==> config.mk <==
export PLATFORM = sky130hd
export DESIGN_NAME = inst_encoder_flat
export DESIGN_NICKNAME = d
export VERILOG_FILES = /design/src/rtl/inst_encoder_pkg.sv /design/src/rtl/inst_encoder_if.sv /design/src/rtl/inst_encoder_pack.sv /design/src/rtl/inst_encoder.sv /design/src/flat_wrapper.sv
export SDC_FILE = /design/constraint.sdc
export NUM_CORES = 1
export LEC_CHECK = 0
export CORE_MARGIN = 8
export CORE_UTILIZATION = 48
export DETAILED_ROUTE_END_ITERATION = 10
export PLACE_DENSITY_LB_ADDON = 0.1
export SYNTH_ARGS = -nofsm -noshare
export SYNTH_HDL_FRONTEND = slang
export SYNTH_SLANG_ARGS = --single-unit
==> constraint.sdc <==
create_clock -name clk -period 3 [get_ports clk]
set_clock_uncertainty 0.05 [all_clocks]
set_input_delay 0.6 -clock clk [delete_from_list [all_inputs] [get_ports clk]]
set_output_delay 0.6 -clock clk [all_outputs]
set_load 0.1 [all_outputs]
==> src/rtl/inst_encoder_pkg.sv <==
// Shared definitions for the instruction encoder and decoder.
// Holds opcode constants, instruction-word field positions and widths,
// the encoder FSM state type and a word-packing helper.
package inst_encoder_pkg;

  localparam int unsigned WORD_W = 17;
  localparam int unsigned OPC_W  = 5;
  localparam int unsigned REG_W  = 3;
  localparam int unsigned OFF_W  = 6;
  localparam int unsigned ADDR_W = 8;
  localparam int unsigned ECNT_W = 8;
  localparam int unsigned WCNT_W = 9;

  // Field LSB positions within the 17-bit word
  localparam int unsigned OPC_LSB = 12;
  localparam int unsigned DA_LSB  = 9;
  localparam int unsigned AA_LSB  = 6;
  localparam int unsigned BA_LSB  = 3;
  localparam int unsigned SH_LSB  = 0;

  localparam logic [OPC_W-1:0] OP_NOP     = 5'd0;
  localparam logic [OPC_W-1:0] OP_ADD     = 5'd1;
  localparam logic [OPC_W-1:0] OP_OUT     = 5'd2;
  localparam logic [OPC_W-1:0] OP_SLT     = 5'd3;
  localparam logic [OPC_W-1:0] OP_AND     = 5'd4;
  localparam logic [OPC_W-1:0] OP_LD      = 5'd5;
  localparam logic [OPC_W-1:0] OP_SBI     = 5'd6;
  localparam logic [OPC_W-1:0] OP_LSL     = 5'd7;
  localparam logic [OPC_W-1:0] OP_IN      = 5'd8;
  localparam logic [OPC_W-1:0] OP_XRI     = 5'd9;
  localparam logic [OPC_W-1:0] OP_ADI     = 5'd10;
  localparam logic [OPC_W-1:0] OP_BZ      = 5'd11;
  localparam logic [OPC_W-1:0] OP_BNZ     = 5'd12;
  localparam logic [OPC_W-1:0] OP_ST      = 5'd13;
  localparam logic [OPC_W-1:0] OP_MOVA    = 5'd14;
  localparam logic [OPC_W-1:0] OP_JMP     = 5'd15;
  // First illegal opcode; everything at or above it is rejected
  localparam logic [OPC_W-1:0] OP_ILLEGAL = 5'd16;

  typedef logic [WORD_W-1:0] word_t;

  typedef enum logic [1:0] {
    ST_IDLE,
    ST_LOAD,
    ST_DONE
  } state_e;

  function automatic word_t pack_word(
    input logic [OPC_W-1:0] opc,
    input logic [REG_W-1:0] da,
    input logic [REG_W-1:0] aa,
    input logic [REG_W-1:0] ba,
    input logic [REG_W-1:0] sh
  );
    pack_word = (WORD_W'(opc) << OPC_LSB) |
                (WORD_W'(da)  << DA_LSB)  |
                (WORD_W'(aa)  << AA_LSB)  |
                (WORD_W'(ba)  << BA_LSB)  |
                (WORD_W'(sh)  << SH_LSB);
  endfunction

endpackage

==> src/rtl/inst_encoder_if.sv <==
// Field-set handshake channel into the instruction encoder.
// master: field producer (drives valid, fields, last; receives ready)
// slave : encoder (receives valid, fields, last; drives ready)
interface inst_encoder_if;
  import inst_encoder_pkg::*;

  logic             in_valid;
  logic             in_ready;
  logic [OPC_W-1:0] in_opcode;
  logic [REG_W-1:0] in_rd;
  logic [REG_W-1:0] in_ra;
  logic [REG_W-1:0] in_rb;
  logic [REG_W-1:0] in_sh;
  logic [OFF_W-1:0] in_off;
  logic             in_last;

  modport master (
    output in_valid, in_opcode, in_rd, in_ra, in_rb, in_sh, in_off, in_last,
    input  in_ready
  );

  modport slave (
    input  in_valid, in_opcode, in_rd, in_ra, in_rb, in_sh, in_off, in_last,
    output in_ready
  );
endinterface

==> src/rtl/inst_encoder_pack.sv <==
// inst_pack: combinational instruction packer.
// Ports: opcode/rd/ra/rb/sh/off field inputs; word = packed 17-bit
// instruction (zero when illegal); illegal = opcode outside 0-15.
module inst_pack
  import inst_encoder_pkg::*;
(
  input  logic [OPC_W-1:0] opcode,
  input  logic [REG_W-1:0] rd,
  input  logic [REG_W-1:0] ra,
  input  logic [REG_W-1:0] rb,
  input  logic [REG_W-1:0] sh,
  input  logic [OFF_W-1:0] off,
  output word_t            word,
  output logic             illegal
);

  always_comb begin
    word    = '0;
    illegal = (opcode >= OP_ILLEGAL);
    case (opcode)
      OP_NOP: word = '0;
      OP_ADD, OP_OUT, OP_SLT, OP_AND, OP_SBI, OP_XRI, OP_ST:
        word = pack_word(opcode, rd, ra, rb, '0);
      OP_LSL:
        word = pack_word(opcode, rd, ra, rb, sh);
      OP_LD, OP_IN, OP_ADI, OP_MOVA:
        word = pack_word(opcode, rd, ra, '0, '0);
      // Offset occupies the BA and SH slots, [5:0]
      OP_BZ, OP_BNZ:
        word = pack_word(opcode, '0, ra, off[5:3], off[2:0]);
      OP_JMP:
        word = pack_word(opcode, '0, '0, off[5:3], off[2:0]);
      default: word = '0;
    endcase
  end

endmodule

==> src/rtl/inst_encoder.sv <==
// inst_encoder: loads a session of encoded instructions into instruction
// memory starting at base_addr.
// Ports: clk, rst (sync, active high); start/base_addr open a session in
// IDLE; in_if (slave) carries field sets; imem_stall back-pressures the
// write port imem_we/imem_addr/imem_wdata; busy, done (pulse),
// err_illegal (pulse), err_count (saturating), word_count report status.
module inst_encoder
  import inst_encoder_pkg::*;
(
  input  logic              clk,
  input  logic              rst,
  input  logic              start,
  input  logic [ADDR_W-1:0] base_addr,
  inst_encoder_if.slave     in_if,
  input  logic              imem_stall,
  output logic              imem_we,
  output logic [ADDR_W-1:0] imem_addr,
  output word_t             imem_wdata,
  output logic              busy,
  output logic              done,
  output logic              err_illegal,
  output logic [ECNT_W-1:0] err_count,
  output logic [WCNT_W-1:0] word_count
);

  state_e            state_q, state_d;
  logic [ADDR_W-1:0] ptr_q, ptr_d;
  logic              pending_q, pending_d;
  logic              end_seen_q, end_seen_d;
  word_t             wdata_q, wdata_d;
  logic              err_illegal_q, err_illegal_d;
  logic [ECNT_W-1:0] err_count_q, err_count_d;
  logic [WCNT_W-1:0] word_count_q, word_count_d;

  word_t pack_word_w;
  logic  pack_illegal;
  logic  ready;
  logic  fire;
  logic  wr_done;

  inst_pack u_pack (
    .opcode  (in_if.in_opcode),
    .rd      (in_if.in_rd),
    .ra      (in_if.in_ra),
    .rb      (in_if.in_rb),
    .sh      (in_if.in_sh),
    .off     (in_if.in_off),
    .word    (pack_word_w),
    .illegal (pack_illegal)
  );

  always_comb begin
    state_d       = state_q;
    ptr_d         = ptr_q;
    pending_d     = pending_q;
    end_seen_d    = end_seen_q;
    wdata_d       = wdata_q;
    err_illegal_d = 1'b0;
    err_count_d   = err_count_q;
    word_count_d  = word_count_q;

    ready   = (state_q == ST_LOAD) && !pending_q && !end_seen_q;
    fire    = in_if.in_valid && ready;
    wr_done = pending_q && !imem_stall;

    case (state_q)
      ST_IDLE: begin
        if (start) begin
          state_d      = ST_LOAD;
          ptr_d        = base_addr;
          pending_d    = 1'b0;
          end_seen_d   = 1'b0;
          err_count_d  = '0;
          word_count_d = '0;
        end
      end
      ST_LOAD: begin
        if (wr_done) begin
          pending_d    = 1'b0;
          word_count_d = word_count_q + 9'd1;
          // Top of memory ends the session instead of wrapping
          if (ptr_q == 8'hFF) end_seen_d = 1'b1;
          else                ptr_d      = ptr_q + 8'd1;
        end
        // fire and wr_done are exclusive: fire needs !pending_q
        if (fire) begin
          if (pack_illegal) begin
            err_illegal_d = 1'b1;
            if (err_count_q != 8'hFF) err_count_d = err_count_q + 8'd1;
          end else begin
            pending_d = 1'b1;
            wdata_d   = pack_word_w;
          end
          if (in_if.in_last) end_seen_d = 1'b1;
        end
        if (end_seen_d && !pending_d) state_d = ST_DONE;
      end
      ST_DONE: begin
        state_d    = ST_IDLE;
        end_seen_d = 1'b0;
      end
      default: state_d = ST_IDLE;
    endcase
  end

  always_ff @(posedge clk) begin
    if (rst) begin
      state_q       <= ST_IDLE;
      ptr_q         <= '0;
      pending_q     <= 1'b0;
      end_seen_q    <= 1'b0;
      wdata_q       <= '0;
      err_illegal_q <= 1'b0;
      err_count_q   <= '0;
      word_count_q  <= '0;
    end else begin
      state_q       <= state_d;
      ptr_q         <= ptr_d;
      pending_q     <= pending_d;
      end_seen_q    <= end_seen_d;
      wdata_q       <= wdata_d;
      err_illegal_q <= err_illegal_d;
      err_count_q   <= err_count_d;
      word_count_q  <= word_count_d;
    end
  end

  // Write enable and ready are masked by rst so a pending write is dropped
  // in the very cycle reset is asserted, not one cycle later.
  assign imem_we        = pending_q && !rst;
  assign in_if.in_ready = ready && !rst;
  assign imem_addr      = ptr_q;
  assign imem_wdata     = wdata_q;
  assign busy           = (state_q != ST_IDLE);
  assign done           = (state_q == ST_DONE);
  assign err_illegal    = err_illegal_q;
  assign err_count      = err_count_q;
  assign word_count     = word_count_q;

endmodule

==> src/flat_wrapper.sv <==
// flat-port wrapper written by rule: the top's interface ports become plain ports
module inst_encoder_flat import inst_encoder_pkg::*;
  (clk, rst, start, base_addr, imem_stall, imem_we, imem_addr, imem_wdata, busy, done, err_illegal, err_count, word_count, in_if_in_valid, in_if_in_opcode, in_if_in_rd, in_if_in_ra, in_if_in_rb, in_if_in_sh, in_if_in_off, in_if_in_last, in_if_in_ready);
  inst_encoder_if in_if_i ();
  input  logic clk;
  input  logic rst;
  input  logic start;
  input  logic [ADDR_W-1:0] base_addr;
  input  logic imem_stall;
  output logic imem_we;
  output logic [ADDR_W-1:0] imem_addr;
  output word_t imem_wdata;
  output logic busy;
  output logic done;
  output logic err_illegal;
  output logic [ECNT_W-1:0] err_count;
  output logic [WCNT_W-1:0] word_count;
  input wire logic [$bits(in_if_i.in_valid)-1:0] in_if_in_valid;
  input wire logic [$bits(in_if_i.in_opcode)-1:0] in_if_in_opcode;
  input wire logic [$bits(in_if_i.in_rd)-1:0] in_if_in_rd;
  input wire logic [$bits(in_if_i.in_ra)-1:0] in_if_in_ra;
  input wire logic [$bits(in_if_i.in_rb)-1:0] in_if_in_rb;
  input wire logic [$bits(in_if_i.in_sh)-1:0] in_if_in_sh;
  input wire logic [$bits(in_if_i.in_off)-1:0] in_if_in_off;
  input wire logic [$bits(in_if_i.in_last)-1:0] in_if_in_last;
  output wire logic [$bits(in_if_i.in_ready)-1:0] in_if_in_ready;
  assign in_if_i.in_valid = in_if_in_valid;
  assign in_if_i.in_opcode = in_if_in_opcode;
  assign in_if_i.in_rd = in_if_in_rd;
  assign in_if_i.in_ra = in_if_in_ra;
  assign in_if_i.in_rb = in_if_in_rb;
  assign in_if_i.in_sh = in_if_in_sh;
  assign in_if_i.in_off = in_if_in_off;
  assign in_if_i.in_last = in_if_in_last;
  assign in_if_in_ready = in_if_i.in_ready;
  inst_encoder u_core (.clk(clk), .rst(rst), .start(start), .base_addr(base_addr), .in_if(in_if_i), .imem_stall(imem_stall), .imem_we(imem_we), .imem_addr(imem_addr), .imem_wdata(imem_wdata), .busy(busy), .done(done), .err_illegal(err_illegal), .err_count(err_count), .word_count(word_count));
endmodule
==> results.toml, run 1 <==
[floorplanning]
floorplan.initialDensity_pct = 50.0
design.portCount = 84
die-height_um = 86.4
std_cell_rows = 25
die_span_in_x_um = 86.4
die_area_um2 = 7460
core_area_um2 = 4750

[route]
drt_wl_total_mm = 6.31
vias = 2304
drc_errors = 0
detail_route.iter0.violations = 98
post_drt_via_cell_ratio = 5.38
drtPass1Iterations = 4
route.antenna.remaining_nets = 0
route.detailed.wl_per_inst_um = 14.7

[logic_synthesis]
syn_area_um2 = 2380
yosys-top-cells-area = "sky130_fd_sc_hd__dfxtp_1 40%, sky130_fd_sc_hd__nor2_1 5.4%, sky130_fd_sc_hd__nand2_1 4.1%"
postSynthNetCount = 323
synth-edff-count = 0
synth_cell_types = 54
synth_top_cell_area_share_pct = 39.6
post-synth-top-area-cell = "sky130_fd_sc_hd__dfxtp_1"
yosys_warnings = 0
number_of_storage_elements_in_the_synthesis_netlist = 47
avgSynthCellArea_um2 = 8.40
synth.yosys.seq_area_share_pct = 39.6
postSynthCellCount = 283
synth_flop_cell = "sky130_fd_sc_hd__dfxtp_1"
synth-async-reset-ratio_pct = 0

[critical_path]
crit_path_max_fo = 14
crit_required_ns = 3.18
r2r_slack_ns = 0.79
critical_path_source_type = "input port"
timing.critical_path.arrival_ns = 2.61
critPathKind = "in2reg"
timing.critical_path.to_type = "flop"

[final_layout]
final_layout_size_suffix_gt1_share_pct = 20.2
layout.nets = 401
area_growth_synth_to_finish_pct = 36.0
final_cell_area_um2 = 3230
fillerInstances = 425
n_antenna_cell = 0

[global_routing]
antenna_found_initial = 0
overflow = 0
groute.usage.overall_pct = 17.4
first_global_vias = 2236
grt_max_degree = 20
grt_pass1_wl_mm = 10.8

[cts]
cts_tree = "built"
clk_pin_slew_ns = 0.08
post_cts_resize_count = 0
tritoncts.num_buffers = 5
clkSinkCount = 47
htreeDepth = 2
cts_setup_buffers = 0
worstSkewPairLatency_ns = 0.29
cts-hold-fix-buffers = 0
clock_path_buffers = 2
cts_root_buf = "sky130_fd_sc_hd__clkbuf_8"

[placed_design]
dp_hpwl_mm = 4.89
port_buffers = 83
place_area_um2 = 3150
place.gp.congestion = 0.803

[sta]
final.period_utilization_pct = 81.0
max_slew.worst_pin.slew_ns = 0.670
total_negative_slack_for_setup_checks_ns = 0
timing_hold_violations_final = 0
setup_repair_after_global_routing_missed_its_margin = "false"
slew_viol_final = 0
fmax_ghz = 0.412
slew_headroom_pct = 55.3
hold_ws_ns = 0.403
time_the_worst_path_needs_with_i_o_delays_and_setup_ns = 2.43
final_setup_violating_endpoints = 0

[run]
drv.max_cap_violation_count = 0

[power_and_ir_drop]
largest_vdd_supply_drop_mv = 0.276
power_density_nw_per_um2 = 456
standby_leakage_power_uw = 0.00123
swShare_pct = 35.0
combPwrFrac_pct = 28.4
netSwitchingPower_uw = 517
sequential_share_of_power_pct = 45.8
clock_network_fraction_of_total_power_pct = 25.7
total_power_uw = 1480
cellInternalPower_uw = 959

[status]
status = "finished clean"

[min_path]
hold_path.class = "reg2reg"
==> per-stage QoR <==
step / instances / utilization [%] / setup slack, ns
final: 428 / 68.0 / 0.570
after CTS: 428 / 68.0 / 0.567
after global placement: 421 / 66.2 / 0.324
after global routing: 428 / 68.0 / 0.487
after detailed placement: 421 / 66.2 / 0.266
after floorplan: 283 / - / 0.154
==> Yosys cell counts (6+ instances only) <==
cell type                  count
sky130_fd_sc_hd__nor2_1       34
sky130_fd_sc_hd__clkbuf_1      9
sky130_fd_sc_hd__a21oi_1      17
sky130_fd_sc_hd__xnor2_1       9
sky130_fd_sc_hd__a22oi_1      10
sky130_fd_sc_hd__o21ai_0      18
sky130_fd_sc_hd__or3_1         6
sky130_fd_sc_hd__nand2_1      26
sky130_fd_sc_hd__nand3_1      11
sky130_fd_sc_hd__dfxtp_1      47
sky130_fd_sc_hd__o21ai_1       6
==> routing by layer <==
metal / up-vias / global-route usage, % / part of all wire (%)
met2: 68 / 28.3 / 47
met5: - / 0 / 0
met1: 1062 / 21.5 / 45
li1: 1163 / - / -
met4: 0 / 5.16 / 1.3
met3: 11 / 5.20 / 6.6
==> kinds of logic (layout without fill, tap and decap cells) <==
logic type,after synthesis,after routing,synth area share (%)
and+or+nand+nor,127,127,29.0
xor gates and xnor gates,11,11,4.05
muxes,1,1,0.421
buffers and inverters,22,100,5.26
adders and majority gates,3,3,1.58
AOI/OAI and AO/OA,72,72,20.1
DFF,47,47,39.6
==> flip-flops by register name, indices dropped and copies added, names as in the netlist <==
signal              flops
u_core.imem_wdata      17
u_core.word_count       9
u_core.err_count        8
u_core.imem_addr        8
u_core.state_q          2
u_core.end_seen_q       1
u_core.err_illegal      1
u_core.pending_q        1
==> critical path, stage by stage <==
cell and delay, ns:
sky130_fd_sc_hd__clkdlybuf4s50_1 0.49, sky130_fd_sc_hd__or3b_4 0.41, sky130_fd_sc_hd__or3_1 0.57, sky130_fd_sc_hd__a221oi_4 0.30, sky130_fd_sc_hd__a22oi_1 0.10, sky130_fd_sc_hd__nor2_1 0.13
==> final cells by class <==
type / count / area [µm²] / share of cell area, %
clock buffer: 6 / 82.6 / 2.55
clock inverter: 1 / 5.00 / 0.155
timing repair buffer: 88 / 776 / 24.0
multi-input combinational: 214 / 1330 / 41.0
sequential: 47 / 941 / 29.1
tap: 67 / 83.8 / 2.59
inverter: 5 / 18.8 / 0.580
==> cells in the final DEF (no fill, tap or decap), types with 3 or more instances in the layout <==
cell and n:
sky130_fd_sc_hd__and2_1 3, sky130_fd_sc_hd__o31ai_1 3, sky130_fd_sc_hd__clkbuf_8 6, sky130_fd_sc_hd__and3_1 4, sky130_fd_sc_hd__nand2b_1 3, sky130_fd_sc_hd__nor2_1 34
sky130_fd_sc_hd__nand2_1 26, sky130_fd_sc_hd__nand4_1 5, sky130_fd_sc_hd__nor3_1 5, sky130_fd_sc_hd__a22oi_1 10, sky130_fd_sc_hd__nor2b_1 5, sky130_fd_sc_hd__o21ai_0 18
sky130_fd_sc_hd__xnor2_1 9, sky130_fd_sc_hd__o21ai_1 6, sky130_fd_sc_hd__a21oi_1 17, sky130_fd_sc_hd__nor3b_1 5, sky130_fd_sc_hd__a21o_1 3, sky130_fd_sc_hd__clkdlybuf4s50_1 36
sky130_fd_sc_hd__or3_1 6, sky130_fd_sc_hd__inv_1 5, sky130_fd_sc_hd__nand3_1 11, sky130_fd_sc_hd__ha_1 3, sky130_fd_sc_hd__buf_4 50, sky130_fd_sc_hd__nor4_1 4
sky130_fd_sc_hd__dfxtp_1 47, sky130_fd_sc_hd__a32o_1 3
==> power by group through the flow <==
stage	Sequential [µW]	Combinational (µW)	Clock, µW
detailed placement	690	420	0
floorplan	817	175	0
global placement	689	415	0
global route	681	449	420
finish	676	420	380
CTS	676	421	389
==> worst paths after layout <==
check / startpoint / end / cells past startpoint
worst max register to register: u_core.state_q[0]$_SDFFE_PP0P_ / u_core.err_count[0]$_SDFFE_PP0P_ / 6
worst min register to register: u_core.imem_wdata[1]$_SDFFE_PP0P_ / u_core.imem_wdata[1]$_SDFFE_PP0P_ / 2
worst min-delay path: u_core.imem_wdata[1]$_SDFFE_PP0P_ / u_core.imem_wdata[1]$_SDFFE_PP0P_ / 2
worst max-delay path: in_if_in_valid / u_core.imem_wdata[11]$_SDFFE_PP0P_ / 6
(Power assumes the default switching activity.)
==> run 2: changes to the inputs <==
--- a/config.mk
+++ b/config.mk
@@ -6,7 +6,7 @@
 export NUM_CORES = 1
 export LEC_CHECK = 0
 export CORE_MARGIN = 8
-export CORE_UTILIZATION = 48
+export CORE_UTILIZATION = 45
 export DETAILED_ROUTE_END_ITERATION = 10
 export PLACE_DENSITY_LB_ADDON = 0.1
 export SYNTH_ARGS = -nofsm -noshare
==> constraint.sdc (replaced) <==
create_clock -name clk -period 2.3 [get_ports clk]
set_clock_uncertainty 0.05 [all_clocks]
set_input_delay 0.46 -clock clk [delete_from_list [all_inputs] [get_ports clk]]
set_output_delay 0.46 -clock clk [all_outputs]
set_load 0.1 [all_outputs]
==> run 2 against run 1 <==
Compared with the run above: sequential power grew 30%; sequential cell count is the same; wire length shrank 1.8%; non-clock buffer count up 10; clock power is 65% higher; global-route usage down 1.2 points; die area increased by 5.4%; utilization down 1.7 points; largest power group unchanged.
==> results.toml, run 2 (synthesis results as in run 1) <==
[final_layout]
largest_reg_flops = 17
fin_util_pct = 66.4
final_layout_size_suffix_gt1_share_pct = 24.2
area_growth_synth_to_finish_pct = 42.5
layout.nets = 411
final_common_cell = "sky130_fd_sc_hd__buf_4"
layout.cells.most_common_list = "57 x sky130_fd_sc_hd__buf_4, 42 x sky130_fd_sc_hd__dfxtp_1, 36 x sky130_fd_sc_hd__clkdlybuf4s50_1"
layout.cells.non_filler = 442
n_antenna_cell = 0

[placed_design]
numPlacedInstances = 434
place.gp.congestion = 0.756
setup_ws_pre_cts_ns = -0.125
dp_hpwl_mm = 4.68
port_buffers = 83

[floorplanning]
die_span_in_x_um = 88.7
core_area_um2 = 5110
design.portCount = 84
die-height_um = 88.7
std_cell_rows = 26
die_area_um2 = 7870
floorplan.initialDensity_pct = 46.6

[route]
met2WireLength_mm = 2.96
route.detailed.wl_per_inst_um = 14.0
detail_route.iter0.violations = 62
drt_wl_total_mm = 6.19
highest_layer = "met4"
vias = 2285
drc_errors = 0
met3RoutedLength_um = 387
drt-met1-wl_mm = 2.82
post_drt_via_cell_ratio = 5.17
drtPass1Iterations = 4
route.antenna.remaining_nets = 0

[power_and_ir_drop]
largest_vdd_supply_drop_mv = 0.342
standby_leakage_power_uw = 0.00131
power_density_nw_per_um2 = 614
total_power_uw = 2080

[critical_path]
timing.critical_path.to_type = "flop"
slowest_stage_cell_crit_path = "sky130_fd_sc_hd__clkdlybuf4s50_1"
worst_path_largest_cell_delay_ns = 0.50
worstPathCellList = "clkdlybuf4s50_1, or3b_4, or3_1, buf_4, nor2_4, o21a_2, a32o_1"
critPathKind = "in2reg"
crit_required_ns = 2.48
timing.critical_path.arrival_ns = 2.31
crit_path_max_fo = 13
critical_path_source_type = "input port"

[sta]
slew_viol_final = 0
slew_headroom_pct = 53.8
max_slew.worst_pin.slew_ns = 0.690
setup_repair_after_global_routing_missed_its_margin = "false"
fmax_ghz = 0.470
final_setup_violating_endpoints = 0
hold_ws_ns = 0.399
timing_hold_violations_final = 0
time_the_worst_path_needs_with_i_o_delays_and_setup_ns = 2.13
fin_ws_ns = 0.171
final.period_utilization_pct = 92.6

[run]
drv.max_cap_violation_count = 0

[cts]
cts_tree = "built"
cts_root_buf = "sky130_fd_sc_hd__clkbuf_8"
worstSkewPairLatency_ns = 0.29
cts-hold-fix-buffers = 0
htreeDepth = 2
clkSinkCount = 47
clock_path_buffers = 2
post_cts_resize_count = 0
cts_setup_buffers = 0
tritoncts.num_buffers = 5
clk_pin_slew_ns = 0.08

[global_routing]
first_global_vias = 2179
grt_pass1_wl_mm = 10.2
overflow = 0
grt_max_degree = 26
antenna_found_initial = 0
groute.usage.overall_pct = 16.2

[min_path]
hold_path.class = "reg2reg"

[status]
status = "finished clean"
[run 2: changes by cell type in the layout (fill, tap and decap cells not counted), sizes merged]
cell,change
bufinv,+1
buf,+10
[run 2: path summary, 6_finish.rpt]
path | start | end | slack (ns) | cells past startpoint
setup / recovery | in_if_in_valid | u_core.imem_wdata[7]$_SDFFE_PP0P_ | 0.17 | 7
hold / removal | u_core.imem_wdata[3]$_SDFFE_PP0P_ | u_core.imem_wdata[3]$_SDFFE_PP0P_ | 0.40 | 2
setup reg to reg | u_core.state_q[0]$_SDFFE_PP0P_ | u_core.imem_wdata[7]$_SDFFE_PP0P_ | 0.33 | 6
hold reg to reg | u_core.imem_wdata[3]$_SDFFE_PP0P_ | u_core.imem_wdata[3]$_SDFFE_PP0P_ | 0.40 | 2
[run 2: power by group]
group | internal [µW] | switching, µW
registers | 844 | 38.7
logic | 197 | 376
clock network | 352 | 274
[run 2: layer usage]
layer	vias to the layer above	track usage, %
met5	-	0
met4	0	3.84
met3	5	4.46
met2	50	27.3
met1	1042	19.8
li1	1188	-
[run 2: final cells by class]
class	instances	area, µm²
inverters	5	18.8
well taps	70	87.6
flip-flops and latches	47	947
fillers	483	1720
clock inverters	2	35.0
clock buffers	6	82.6
multi-input cells	214	1330
repair buffers	98	888
[run 2: critical path: cells and delay by family]
kind,cells,cell delay [ns]
AOI/OAI and AO/OA,2,0.34
buffers and inverters,2,0.71
and+or+nand+nor,3,0.81
[run 2: through the flow]
stage,cell area (µm²),setup TNS (ns)
after floorplan,2400,-0.150
after global placement,3270,-0.758
after detailed placement,3270,-1.49
after CTS,3390,0
after global routing,3390,0
final,3390,0
